File: src/rtl/adc_capture_ctrl.sv
// Triggered capture controller: streams samples into a circular RAM with pre/post
// trigger depth, then freezes and reports trigger and oldest-sample addresses.
module adc_capture_ctrl #(
   parameter int SAMPLE_WIDTH = 16,
   parameter int PTR_BITS     = 11
) (
   input  logic                    wb_clk_i,
   input  logic                    wb_rst_i,
   input  logic                    s_valid,
   input  logic [SAMPLE_WIDTH-1:0] s_data,
   input  logic                    arm,
   input  logic                    sw_trig,
   input  logic                    trig_en,
   input  logic                    trig_rising,
   input  logic [SAMPLE_WIDTH-1:0] trig_level,
   input  logic [PTR_BITS-1:0]     pre_count,
   input  logic [PTR_BITS-1:0]     post_count,
   output logic                    ram_we,
   output logic [PTR_BITS-1:0]     ram_addr,
   output logic [SAMPLE_WIDTH-1:0] ram_data,
   output logic                    busy,
   output logic                    done,
   output logic                    wrapped,
   output logic [PTR_BITS-1:0]     trig_ptr,
   output logic [PTR_BITS-1:0]     start_ptr
);
   localparam logic [PTR_BITS:0]   DEPTH_CNT = {1'b1, {PTR_BITS{1'b0}}};
   localparam logic [PTR_BITS-1:0] PTR_ONE   = {{(PTR_BITS-1){1'b0}}, 1'b1};

   typedef enum logic [2:0] {ST_IDLE, ST_PRE, ST_ARMED, ST_POST, ST_DONE} state_t;
   state_t state_reg, state_next;

   logic [PTR_BITS-1:0]            wr_ptr_reg, pre_cnt_reg, post_cnt_reg, post_left_reg;
   logic [PTR_BITS:0]              wr_count_reg, wr_count_next;
   logic                           prev_valid_reg, sw_pend_reg;
   logic signed [SAMPLE_WIDTH-1:0] prev_data_reg, cur_s, lvl_s;
   logic                           in_capture, can_trig, accept, level_hit, fire, full_next;

   assign cur_s      = $signed(s_data);
   assign lvl_s      = $signed(trig_level);
   assign in_capture = (state_reg == ST_PRE) || (state_reg == ST_ARMED) || (state_reg == ST_POST);
   assign can_trig   = (state_reg == ST_PRE) || (state_reg == ST_ARMED);
   // arm takes priority over a coincident sample, which is dropped
   assign accept     = s_valid && !arm && in_capture;

   // written count saturates at DEPTH so wrapped stays meaningful for long captures
   assign wr_count_next = (wr_count_reg == DEPTH_CNT) ? wr_count_reg : wr_count_reg + 1'b1;
   assign full_next     = (wr_count_next == DEPTH_CNT);

   always_comb begin
      level_hit = 1'b0;
      if (state_reg == ST_ARMED && trig_en && prev_valid_reg) begin
         if (trig_rising)
            level_hit = (prev_data_reg < lvl_s) && (cur_s >= lvl_s);
         else
            level_hit = (prev_data_reg > lvl_s) && (cur_s <= lvl_s);
      end
   end

   assign fire = accept && can_trig && (sw_pend_reg || level_hit);

   always_ff @(posedge wb_clk_i or posedge wb_rst_i) begin
      if (wb_rst_i)
         state_reg <= ST_IDLE;
      else
         state_reg <= state_next;
   end

   always_comb begin
      state_next = state_reg;
      if (arm) begin
         state_next = (pre_count == '0) ? ST_ARMED : ST_PRE;
      end else if (accept) begin
         case (state_reg)
            ST_PRE, ST_ARMED: begin
               if (fire)
                  state_next = (post_cnt_reg == '0) ? ST_DONE : ST_POST;
               else if (state_reg == ST_PRE && wr_count_next >= {1'b0, pre_cnt_reg})
                  state_next = ST_ARMED;
            end
            ST_POST: begin
               if (post_left_reg == PTR_ONE)
                  state_next = ST_DONE;
            end
            default: state_next = state_reg;
         endcase
      end
   end

   always_comb begin
      busy = 1'b0;
      done = 1'b0;
      case (state_reg)
         ST_PRE, ST_ARMED, ST_POST: busy = 1'b1;
         ST_DONE:                   done = 1'b1;
         default:                   busy = 1'b0;
      endcase
   end

   always_ff @(posedge wb_clk_i or posedge wb_rst_i) begin
      if (wb_rst_i) begin
         ram_we         <= 1'b0;
         ram_addr       <= '0;
         ram_data       <= '0;
         wrapped        <= 1'b0;
         trig_ptr       <= '0;
         start_ptr      <= '0;
         wr_ptr_reg     <= '0;
         wr_count_reg   <= '0;
         pre_cnt_reg    <= '0;
         post_cnt_reg   <= '0;
         post_left_reg  <= '0;
         prev_valid_reg <= 1'b0;
         prev_data_reg  <= '0;
         sw_pend_reg    <= 1'b0;
      end else begin
         ram_we <= accept;
         if (accept) begin
            ram_addr <= wr_ptr_reg;
            ram_data <= s_data;
         end
         if (arm) begin
            pre_cnt_reg    <= pre_count;
            post_cnt_reg   <= post_count;
            wr_ptr_reg     <= '0;
            wr_count_reg   <= '0;
            wrapped        <= 1'b0;
            prev_valid_reg <= 1'b0;
            sw_pend_reg    <= 1'b0;
         end else begin
            if (fire)
               sw_pend_reg <= 1'b0;
            else if (sw_trig && can_trig)
               sw_pend_reg <= 1'b1;
            if (accept) begin
               wr_ptr_reg     <= wr_ptr_reg + 1'b1;
               wr_count_reg   <= wr_count_next;
               prev_data_reg  <= cur_s;
               prev_valid_reg <= 1'b1;
               if (full_next)
                  wrapped <= 1'b1;
            end
            if (fire) begin
               trig_ptr      <= wr_ptr_reg;
               post_left_reg <= post_cnt_reg;
            end else if (accept && state_reg == ST_POST) begin
               post_left_reg <= post_left_reg - 1'b1;
            end
            // oldest valid sample is the next write slot once the buffer has wrapped
            if (accept && state_next == ST_DONE)
               start_ptr <= (wrapped || full_next) ? wr_ptr_reg + 1'b1 : '0;
         end
      end
   end
endmodule

File: config.mk
export PLATFORM = sky130hd
export DESIGN_NAME = adc_capture_ctrl
export DESIGN_NICKNAME = d
export VERILOG_FILES = /design/src/rtl/adc_capture_ctrl.sv
export SDC_FILE = /design/constraint.sdc
export NUM_CORES = 1
export LEC_CHECK = 0
export BUFFER_PORTS_ARGS = -buffer_cell sky130_fd_sc_hd__buf_4
export CORE_ASPECT_RATIO = 0.8
export CORE_MARGIN = 4
export CORE_UTILIZATION = 45
export CTS_CLUSTER_DIAMETER = 80
export DETAILED_ROUTE_END_ITERATION = 8
export GPL_TIMING_DRIVEN = 0
export PLACE_DENSITY = 0.67
export SETUP_SLACK_MARGIN = 0.15
export SKIP_LAST_GASP = 1
export SLEW_MARGIN = 5
export SYNTH_ARGS = -nofsm -noshare
export SYNTH_HDL_FRONTEND = slang
export SYNTH_SLANG_ARGS = --single-unit
File: constraint.sdc
create_clock -name wb_clk_i -period 6.1 [get_ports wb_clk_i]
set_input_delay 0.305 -clock wb_clk_i [delete_from_list [all_inputs] [get_ports wb_clk_i]]
set_output_delay 0.305 -clock wb_clk_i [all_outputs]
set_load 0.1 [all_outputs]
==> flow_summary.yaml <==
finish:
  final_common_cell: "nand2_1"
  drive_gt1_frac: 0.2036
  final_cell_mix: "163 x nand2_1, 128 x dfrtp_1, 112 x buf_4"
  fillers: 1265
  final_util: 0.5831
  num_antenna_cells: 0
  syn2layout_area_growth_pct: 25.41
  layout.nets: 942
sta:
  worst_slack_ns: 2.705
  finalMaxSlewViolations: 0
  hold_viol: 0
  rsz0062_at_grt: "no"
  clock_skew_ns: 0.006274
  fin_crit_sh: 0.5565
  min_period_ns: 3.395
  max_slew_margin: 0.5309
  tightest_slew_ns: 0.7037
  setup_viol: 0
  finalSetupTns_ns: 0
  fmax_ghz: 0.2946
logic_synthesis:
  synthesis.area_um2: 6715
  synthCells: 700
  synthArstFlopShare: 1.000
  synth_adder_area_share: 0.08944
  synth_edf_count: 0
  synth-xor-area-share: 0.03652
  synth_ff_type: "dfrtp_1"
  avgSynthCellArea_um2: 9.593
  ys_ff_latch: 128
  yosysWarnings: 0
  seq_area_frac_synth: 0.4770
  syn_nets: 809
  synth.distinct_cells: 51
  yosys.area_share.simple: 0.2003
  synthMuxAreaShare: 0.04006
  synth_top_family_by_area: "simple AND/OR/NAND/NOR gates"
  synth_compound_area_frac: 0.1151
detailed_routing:
  wirelength_um: 17650
  drtAntennaViolNets: 0
  wl_per_cell_um: 17.15
  vias: 5660
  drc_errors: 0
  dr.pass1.iters: 5
  post_drt_via_cell_ratio: 5.500
  drt_iter0_drc: 312
global_routing:
  antenna_found_initial: 0
  grt_usage: 0.2182
  grt_max_degree: 74
  grt-ovfl-total: 0
  grt_pass1_vias: 5810
  grt_pass1_wl_um: 28950
power_and_ir_drop:
  p_switching_uw: 907.5
  p_leak_uw: 0.004180
  ir_worst_vdd_mv: 0.1994
  swShare: 0.3360
  total_power_uw: 2701
  p_seq_frac: 0.386
  p_int_uw: 1793
  clockPowerShare: 0.381
  pwr_density_cell_nw_per_um2: 320.7
  combPwrFrac: 0.233
worst_setup_path:
  rr_startpoint: "prev_data_reg[15]$_DFFE_PP0P_"
  critPathLaunchType: "register"
  startpoint: "prev_data_reg[15]$_DFFE_PP0P_"
  end_kind: "register"
  crit_fanout: 10
  crit_type: "reg2reg"
  cp.required_ns: 6.39
  critPathArrivalTime_ns: 3.68
die:
  boundaryPins: 114
  coreArea_um2: 14440
  die_area_um2: 16950
  die_width_um: 144.6
  rows: 39
  initial_core_util: 0.4649
  die_h_um: 117.3
clock_tree:
  cts.clk_slew.worst_paths_ns: 0.06
  cts_sinks: 128
  clockBufferDepth: 2
  cts_buffers: 17
  cts-root-buf: "clkbuf_16"
  clk_latency_ns: 0.43
  cts_tree: "yes"
  cts_resized: 0
  htree_levels: 4
run:
  cap_violations: 0
placement:
  portBuffers: 112
  place_hpwl_um: 12950
  place.gp.congestion: 0.8913
  dp_worst_setup_slack_ns: 2.658
min_path:
  min_from: "pre_count[7]"
  hold_class: "in2reg"
outcome:
  status: "completed"
[critical path, stage by stage (launching register included)]
cell and delay [ns]:
dfrtp_1 0.38, ha_1 0.34, nand4_1 0.24, o22ai_1 0.15, or4b_1 0.50, o32ai_2 0.26, mux2i_1 0.34, a21boi_0 0.20
o211ai_1 0.26, clkbuf_1 0.44, o2bb2ai_1 0.15
[power groups by stage]
| stage | Combinational (uW) | Sequential [uW] | Clock, uW |
|---|---|---|---|
| floorplan | 262 | 1240 | 0 |
| global placement | 610 | 1050 | 0 |
| detailed placement | 629 | 1050 | 0 |
| CTS | 633 | 1040 | 1050 |
| global route | 684 | 1060 | 1080 |
| finish | 629 | 1040 | 1030 |
[area by class of cell]
class	count	area (um^2)	share of cell area
Clock inverter	14	167.7	0.01991
Sequential cell	128	3203	0.3803
Timing Repair Buffer	114	878.3	0.1043
Clock buffer	17	425.4	0.05051
Buffer	30	132.6	0.01575
Tap cell	184	230.2	0.02734
Multi-Input combinational cell	503	3233	0.3839
Inverter	39	151.4	0.01798
[worst paths after layout]
path / endpoint / slack (ns) / cells after the start
max in group asynchronous: start_ptr[7]$_DFFE_PP0P_ / 4.88 / 4
min: pre_cnt_reg[7]$_DFFE_PP0P_ / 0.10 / 3
max reg2reg: start_ptr[2]$_DFFE_PP0P_ / 2.71 / 10
max: start_ptr[2]$_DFFE_PP0P_ / 2.71 / 10
min reg2reg: ram_data[13]$_DFFE_PP0P_ / 0.48 / 2
min in group asynchronous: post_cnt_reg[5]$_DFFE_PP0P_ / 0.49 / 3
[logic make-up after synthesis]
kind of cell,Yosys count
adders and majority gates,48
AOI/OAI and AO/OA,113
and+or+nand+nor,290
xor gates and xnor gates,28
muxes,24
DFF,128
buffers and inverters,69
[repair_timing]
action / CTS / global route
hold endpoints to repair: 55 / 0
hold buffers: 1 / 0
buffers inserted: 0 / 0
[per-layer routing]
| layer | global-route usage | vias up | wire length [um] |
|---|---|---|---|
| li1 | - | 2695 | - |
| met1 | 0.2968 | 2790 | 8227 |
| met2 | 0.3490 | 147 | 8255 |
| met3 | 0.04793 | 28 | 908 |
| met4 | 0.07396 | 0 | 257 |
| met5 | 0 | - | 0 |
[metrics by stage]
| step | instance area, um^2 | std cells | hold WS, ns |
|---|---|---|---|
| after floorplan | 6715 | 700 | 0.4236 |
| after global placement | 7786 | 996 | 0.4621 |
| after detailed placement | 7819 | 997 | 0.4024 |
| after CTS | 8422 | 1029 | 0.08943 |
| after global routing | 8422 | 1029 | 0.1029 |
| final | 8422 | 1029 | 0.1030 |
[cells in the mapped netlist (all sizes together), types with 9 or more instances]
library cell / count / share of area
nor2: 27 / 0.015
nand3: 20 / 0.015
a21oi: 34 / 0.025
o221a: 10 / 0.017
nor4: 11 / 0.010
nand2: 163 / 0.091
nand2b: 9 / 0.0084
o21ai: 27 / 0.020
clkbuf: 21 / 0.012
xor2: 11 / 0.014
ha: 48 / 0.089
mux2: 23 / 0.039
nand3b: 14 / 0.016
inv: 39 / 0.022
dfrtp: 128 / 0.48
nand4: 12 / 0.011
o2bb2ai: 11 / 0.014
xnor2: 17 / 0.022
buf: 9 / 0.0080
Power figures use the tool's default switching activity.
